**config.mk**
```make
export PLATFORM = sky130hd
export DESIGN_NAME = store_monitor
export DESIGN_NICKNAME = d
export VERILOG_FILES = /design/src/rtl/store_monitor_pkg.sv /design/src/rtl/store_monitor_sync_fifo.sv /design/src/rtl/store_monitor.sv
export SDC_FILE = /design/constraint.sdc
export NUM_CORES = 1
export LEC_CHECK = 0
export ABC_AREA = 1
export CORE_MARGIN = 4
export CORE_UTILIZATION = 59
export CTS_CLUSTER_DIAMETER = 40
export DETAILED_ROUTE_END_ITERATION = 10
export PLACE_DENSITY_LB_ADDON = 0.12
export SLEW_MARGIN = 0
export SYNTH_ARGS = -nofsm -noshare
export SYNTH_HDL_FRONTEND = slang
export SYNTH_SLANG_ARGS = --single-unit
```
**constraint.sdc**
```tcl
create_clock -name clk -period 7.5 [get_ports clk]
set_clock_uncertainty 0.2 [all_clocks]
set_input_delay 2.25 -clock clk [delete_from_list [all_inputs] [get_ports clk]]
set_output_delay 2.25 -clock clk [all_outputs]
set_load 0.005 [all_outputs]
```
**src/rtl/store_monitor_pkg.sv**
```systemverilog
// Shared definitions for the store monitor: word width, completion-check
// defaults and the done/fail state encoding.
package store_monitor_pkg;

    localparam int WORD_W = 32;

    localparam logic [WORD_W-1:0] DEF_DONE_ADDR = 32'd84;
    localparam logic [WORD_W-1:0] DEF_DONE_DATA = 32'd7;

    typedef enum logic [1:0] {
        ST_IDLE = 2'd0,
        ST_PASS = 2'd1,
        ST_FAIL = 2'd2
    } chk_state_e;

endpackage

```
**src/rtl/store_monitor_sync_fifo.sv**
```systemverilog
// Synchronous first-word-fall-through FIFO. Storage is not reset; only the
// pointers and occupancy are. Head reads 0 while empty.
module sync_fifo #(
    parameter int WIDTH = 64,
    parameter int DEPTH = 8
) (
    input  logic                     clk,
    input  logic                     reset,
    input  logic                     wr_en,
    input  logic [WIDTH-1:0]         wr_data,
    input  logic                     rd_en,
    output logic [WIDTH-1:0]         rd_data,
    output logic                     empty,
    output logic                     full,
    output logic [$clog2(DEPTH):0]   count
);

    localparam int AW = $clog2(DEPTH);

    logic [WIDTH-1:0] mem [DEPTH];
    logic [AW-1:0]    wr_ptr;
    logic [AW-1:0]    rd_ptr;
    logic             push;
    logic             pop;

    assign empty   = (count == '0);
    assign full    = (count == (AW+1)'(DEPTH));
    assign pop     = rd_en && !empty;
    // A full FIFO still accepts a write when the head leaves on the same edge.
    assign push    = wr_en && (!full || pop);
    assign rd_data = empty ? '0 : mem[rd_ptr];

    always_ff @(posedge clk) begin
        if (push) begin
            mem[wr_ptr] <= wr_data;
        end
    end

    always_ff @(posedge clk) begin
        if (reset) begin
            wr_ptr <= '0;
            rd_ptr <= '0;
            count  <= '0;
        end else begin
            if (push) begin
                wr_ptr <= wr_ptr + 1'b1;
            end
            if (pop) begin
                rd_ptr <= rd_ptr + 1'b1;
            end
            case ({push, pop})
                2'b10:   count <= count + 1'b1;
                2'b01:   count <= count - 1'b1;
                default: count <= count;
            endcase
        end
    end

endmodule

```
**src/rtl/store_monitor.sv**
```systemverilog
// Passive snoop of the processor store bus: buffers in-window stores for a
// valid/ready trace sink and latches the first completion-address verdict.
module store_monitor
    import store_monitor_pkg::*;
#(
    parameter int                DEPTH     = 8,
    parameter logic [WORD_W-1:0] WIN_LO    = 32'h0000_0000,
    parameter logic [WORD_W-1:0] WIN_HI    = 32'hFFFF_FFFF,
    parameter logic [WORD_W-1:0] DONE_ADDR = DEF_DONE_ADDR,
    parameter logic [WORD_W-1:0] DONE_DATA = DEF_DONE_DATA
) (
    input  logic                   clk,
    input  logic                   reset,
    input  logic                   memwrite,
    input  logic [WORD_W-1:0]      dataadr,
    input  logic [WORD_W-1:0]      writedata,
    output logic                   out_valid,
    input  logic                   out_ready,
    output logic [WORD_W-1:0]      out_addr,
    output logic [WORD_W-1:0]      out_data,
    output logic [$clog2(DEPTH):0] count,
    output logic [15:0]            overflow_cnt,
    output logic                   done,
    output logic                   fail
);

    logic                  lo_ok;
    logic                  hi_ok;
    logic                  push_req;
    logic                  pop;
    logic                  fifo_full;
    logic                  fifo_empty;
    logic [2*WORD_W-1:0]   head;
    chk_state_e            state;
    chk_state_e            state_nxt;

    function automatic logic [15:0] sat_inc16(input logic [15:0] v);
        return (v == 16'hFFFF) ? v : v + 16'd1;
    endfunction

    // Open-ended window bounds collapse to constants so no always-true compare is built.
    generate
        if (WIN_LO == '0) begin : g_lo_open
            assign lo_ok = 1'b1;
        end else begin : g_lo_cmp
            assign lo_ok = (dataadr >= WIN_LO);
        end
        if (WIN_HI == '1) begin : g_hi_open
            assign hi_ok = 1'b1;
        end else begin : g_hi_cmp
            assign hi_ok = (dataadr <= WIN_HI);
        end
    endgenerate

    assign push_req = memwrite && lo_ok && hi_ok;
    assign pop      = out_valid && out_ready;

    sync_fifo #(
        .WIDTH (2*WORD_W),
        .DEPTH (DEPTH)
    ) u_fifo (
        .clk     (clk),
        .reset   (reset),
        .wr_en   (push_req),
        .wr_data ({dataadr, writedata}),
        .rd_en   (out_ready),
        .rd_data (head),
        .empty   (fifo_empty),
        .full    (fifo_full),
        .count   (count)
    );

    assign out_valid            = !fifo_empty;
    assign {out_addr, out_data} = head;

    always_ff @(posedge clk) begin
        if (reset) begin
            overflow_cnt <= '0;
        end else if (push_req && fifo_full && !pop) begin
            overflow_cnt <= sat_inc16(overflow_cnt);
        end
    end

    always_ff @(posedge clk) begin
        if (reset) begin
            state <= ST_IDLE;
        end else begin
            state <= state_nxt;
        end
    end

    // The first completion-address store decides; both verdicts are terminal.
    always_comb begin
        state_nxt = state;
        done      = 1'b0;
        fail      = 1'b0;
        case (state)
            ST_IDLE: begin
                if (memwrite && (dataadr == DONE_ADDR)) begin
                    state_nxt = (writedata == DONE_DATA) ? ST_PASS : ST_FAIL;
                end
            end
            ST_PASS: done = 1'b1;
            ST_FAIL: fail = 1'b1;
            default: state_nxt = ST_IDLE;
        endcase
    end

endmodule

```
==> flow_summary.ini <==
[outcome]
status = completed

[synthesis]
ys_seq_area_frac = 0.735
yosysMostFrequentCell = edfxtp_1
synthFlopType = edfxtp_1
syn_nets = 1844
async_reset_ff_frac = 0
synthTopCellsByArea = edfxtp_1, nor2_1, o21ai_0
syn_area_um2 = 21800
synth_common_cells = edfxtp_1, nor2_1, o21ai_0
netlist_instances = 1767
ys_types = 30
synth.largest_area_cell = edfxtp_1
synth.avg_cell_area_um2 = 12.3
synth_warnings = 0
synth-seq-cells = 543
yosysTopAreaCellShare = 0.707
synth_edf_count = 512

[grt]
grt_pass1_wl_um = 77600
grt_max_degree = 257
overflow = 0
grt_pass1_vias = 14100
antenna_found_initial = 1
grt_usage = 0.250

[flow_run]
drv_cap = 0

[sta]
tightestPinTransition_ns = 1.40
slew_violations = 0
hold_violations = 0
slew_headroom = 0.0639
rsz0062_at_grt = false
finalCritPeriodShare = 0.817
min_period_ns = 6.13
fmax_mhz = 163
setup_ws_ns = 1.37
setup_tns_ns = 0
setup_viol = 0

[power]
switching_share = 0.301
seq_power_share = 0.395
power_uw = 8850
powerDensity_nw_per_um2 = 345
ir_worst_vdd_v = 0.000223
leakage_uw = 0.00855
p_sw_uw = 2670
pwr-share-clk = 0.346
p_int_uw = 6190
p_comb_frac = 0.259

[die]
core_area_um2 = 36500
design.die.area_um2 = 40000
start_util = 0.596
die_w_um = 200
row_count = 70
io_pins = 155
die_height_um = 200

[clock_tree]
postCtsHoldBufs = 0
cts_resized = 0
cts_made_buffers = 66
tritoncts = done
cts_setup_buffers = 0
h-tree-depth = 3
cts-root-buf = clkbuf_16
cts_max_path_buffers = 3
cts_num_sinks = 543
clk-insertion-delay-late_ns = 0.57
clk_pin_slew_ns = 0.06

[detailed_routing]
drc = 0
first_pass_iters = 8
postRouteAntennaNets = 0
first_iter_violations = 1299
post_drt_wl_per_cell_um = 20.8
via_per_inst = 5.88
wl_um = 50400
num_vias = 14200

[critical_path]
end_kind = output port
crit_arrival_ns = 3.68
critical_path_class = register to output port
startpoint_type = register
required_ns = 5.05
worstPathMaxFanout = 86
crit_chain = buf_4, o21ai_0, o22ai_1, o21ai_0, a31oi_1, clkdlybuf4s50_1
worst_path_largest_cell_delay_ns = 0.88
crit_top_cell = o21ai_0
cpMaxStageDelayCell = buf_4

[place]
gp_congestion = 0.801
dp_hpwl_um = 25800
post-place-ws_ns = 2.00
numPortBuffers = 154

[cells_and_area]
multiInputGateArea_um2 = 5060
regArea_um2 = 16000
num_antenna_cells = 0
n_fill_cell = 2480
fin_nets = 1978
area_delta_synth_final_pct = 18.1
drive_gt1_frac = 0.0737

[hold_path]
hold_path_class = register to register
-- critical path: cells and delay by family, from the launching register on --
family                 cells  cell delay [ns]
DFF                        1             0.68
AOI/OAI and AO/OA          4             0.90
buffers and inverters      2             1.49
-- registers in the layout, summed over array words and instances (netlist names), named ones only --
register and flops:
state 2, u_fifo.wr_ptr 3, u_fifo.count 4, u_fifo.rd_ptr 3, overflow_cnt 16, u_fifo.mem 512
-- power groups by stage --
stage / registers (µW) / logic (µW) / clock network, µW
floorplan: 3530 / 1340 / 0
global placement: 3550 / 2270 / 0
detailed placement: 3560 / 2300 / 0
CTS: 3500 / 2320 / 3110
global route: 3510 / 2540 / 3250
finish: 3490 / 2300 / 3060
-- cell usage in the layout (no fill, tap or decap), drive strengths merged --
| cell type | synthesis | final |
|---|---|---|
| edfxtp | 512 | 512 |
| nor2 | 451 | 451 |
| o21ai | 330 | 330 |
| clkdlybuf4s50 | 0 | 154 |
| nand2 | 82 | 82 |
| clkbuf | 61 | 78 |
| o22ai | 64 | 64 |
| a31oi | 64 | 64 |
| inv | 44 | 54 |
| dfxtp | 31 | 31 |
| clkinv | 0 | 24 |
| a21oi | 22 | 22 |
| buf | 48 | 21 |
| nand3 | 19 | 19 |
| ha | 9 | 9 |
| nand4 | 8 | 8 |
| xor2 | 7 | 7 |
| nor3 | 7 | 7 |
| xnor2 | 4 | 4 |
| clkinvlp | 0 | 4 |
| bufinv | 0 | 4 |
| and2 | 3 | 3 |
| nor4 | 1 | 1 |
-- per-layer routing --
metal	track usage	wire length, µm	vias up
met5	0	13	-
met4	0.0810	1120	2
met3	0.0530	3810	90
met2	0.409	24600	527
met1	0.342	20900	6937
li1	-	-	6685
-- kinds of logic (layout without fill, tap and decap cells) --
kind of cell	count (synthesis)	count (layout)	share of synthesized area
AOI/OAI and AO/OA	480	480	0.118
xor gates and xnor gates	11	11	0.00443
adders and majority gates	9	9	0.00518
buffers and inverters	153	339	0.0353
DFF	543	543	0.735
and+or+nand+nor	571	571	0.102
-- worst paths after layout --
kind / from / endpoint / slack (ns) / cells after the start
hold / removal: u_fifo.rd_ptr[2] / u_fifo.rd_ptr[2] / 0.28 / 2
setup reg to reg: u_fifo.count[0] / u_fifo.mem[1][30] / 4.38 / 7
hold reg to reg: u_fifo.rd_ptr[2] / u_fifo.rd_ptr[2] / 0.28 / 2
setup / recovery: register / out_addr[23] / 1.37 / 6
-- layout make-up --
cell class	count	share of cell area
flip-flops and latches	543	0.623
multi-input cells	1071	0.197
clock buffers	78	0.0676
repair buffers	175	0.0676
well taps	468	0.0228
clock inverters	42	0.0155
inverters	44	0.00682
-- stage by stage --
stage,instance area (µm²),cells,utilization,hold slack (ns)
after floorplan,21800,1767,-,0.233
after global routing,25700,2421,0.703,0.313
after global placement,23600,2301,0.645,0.244
final,25700,2421,0.703,0.278
after CTS,25700,2421,0.703,0.273
after detailed placement,23600,2301,0.645,0.264
No activity file was read; power rests on OpenSTA's default activity.
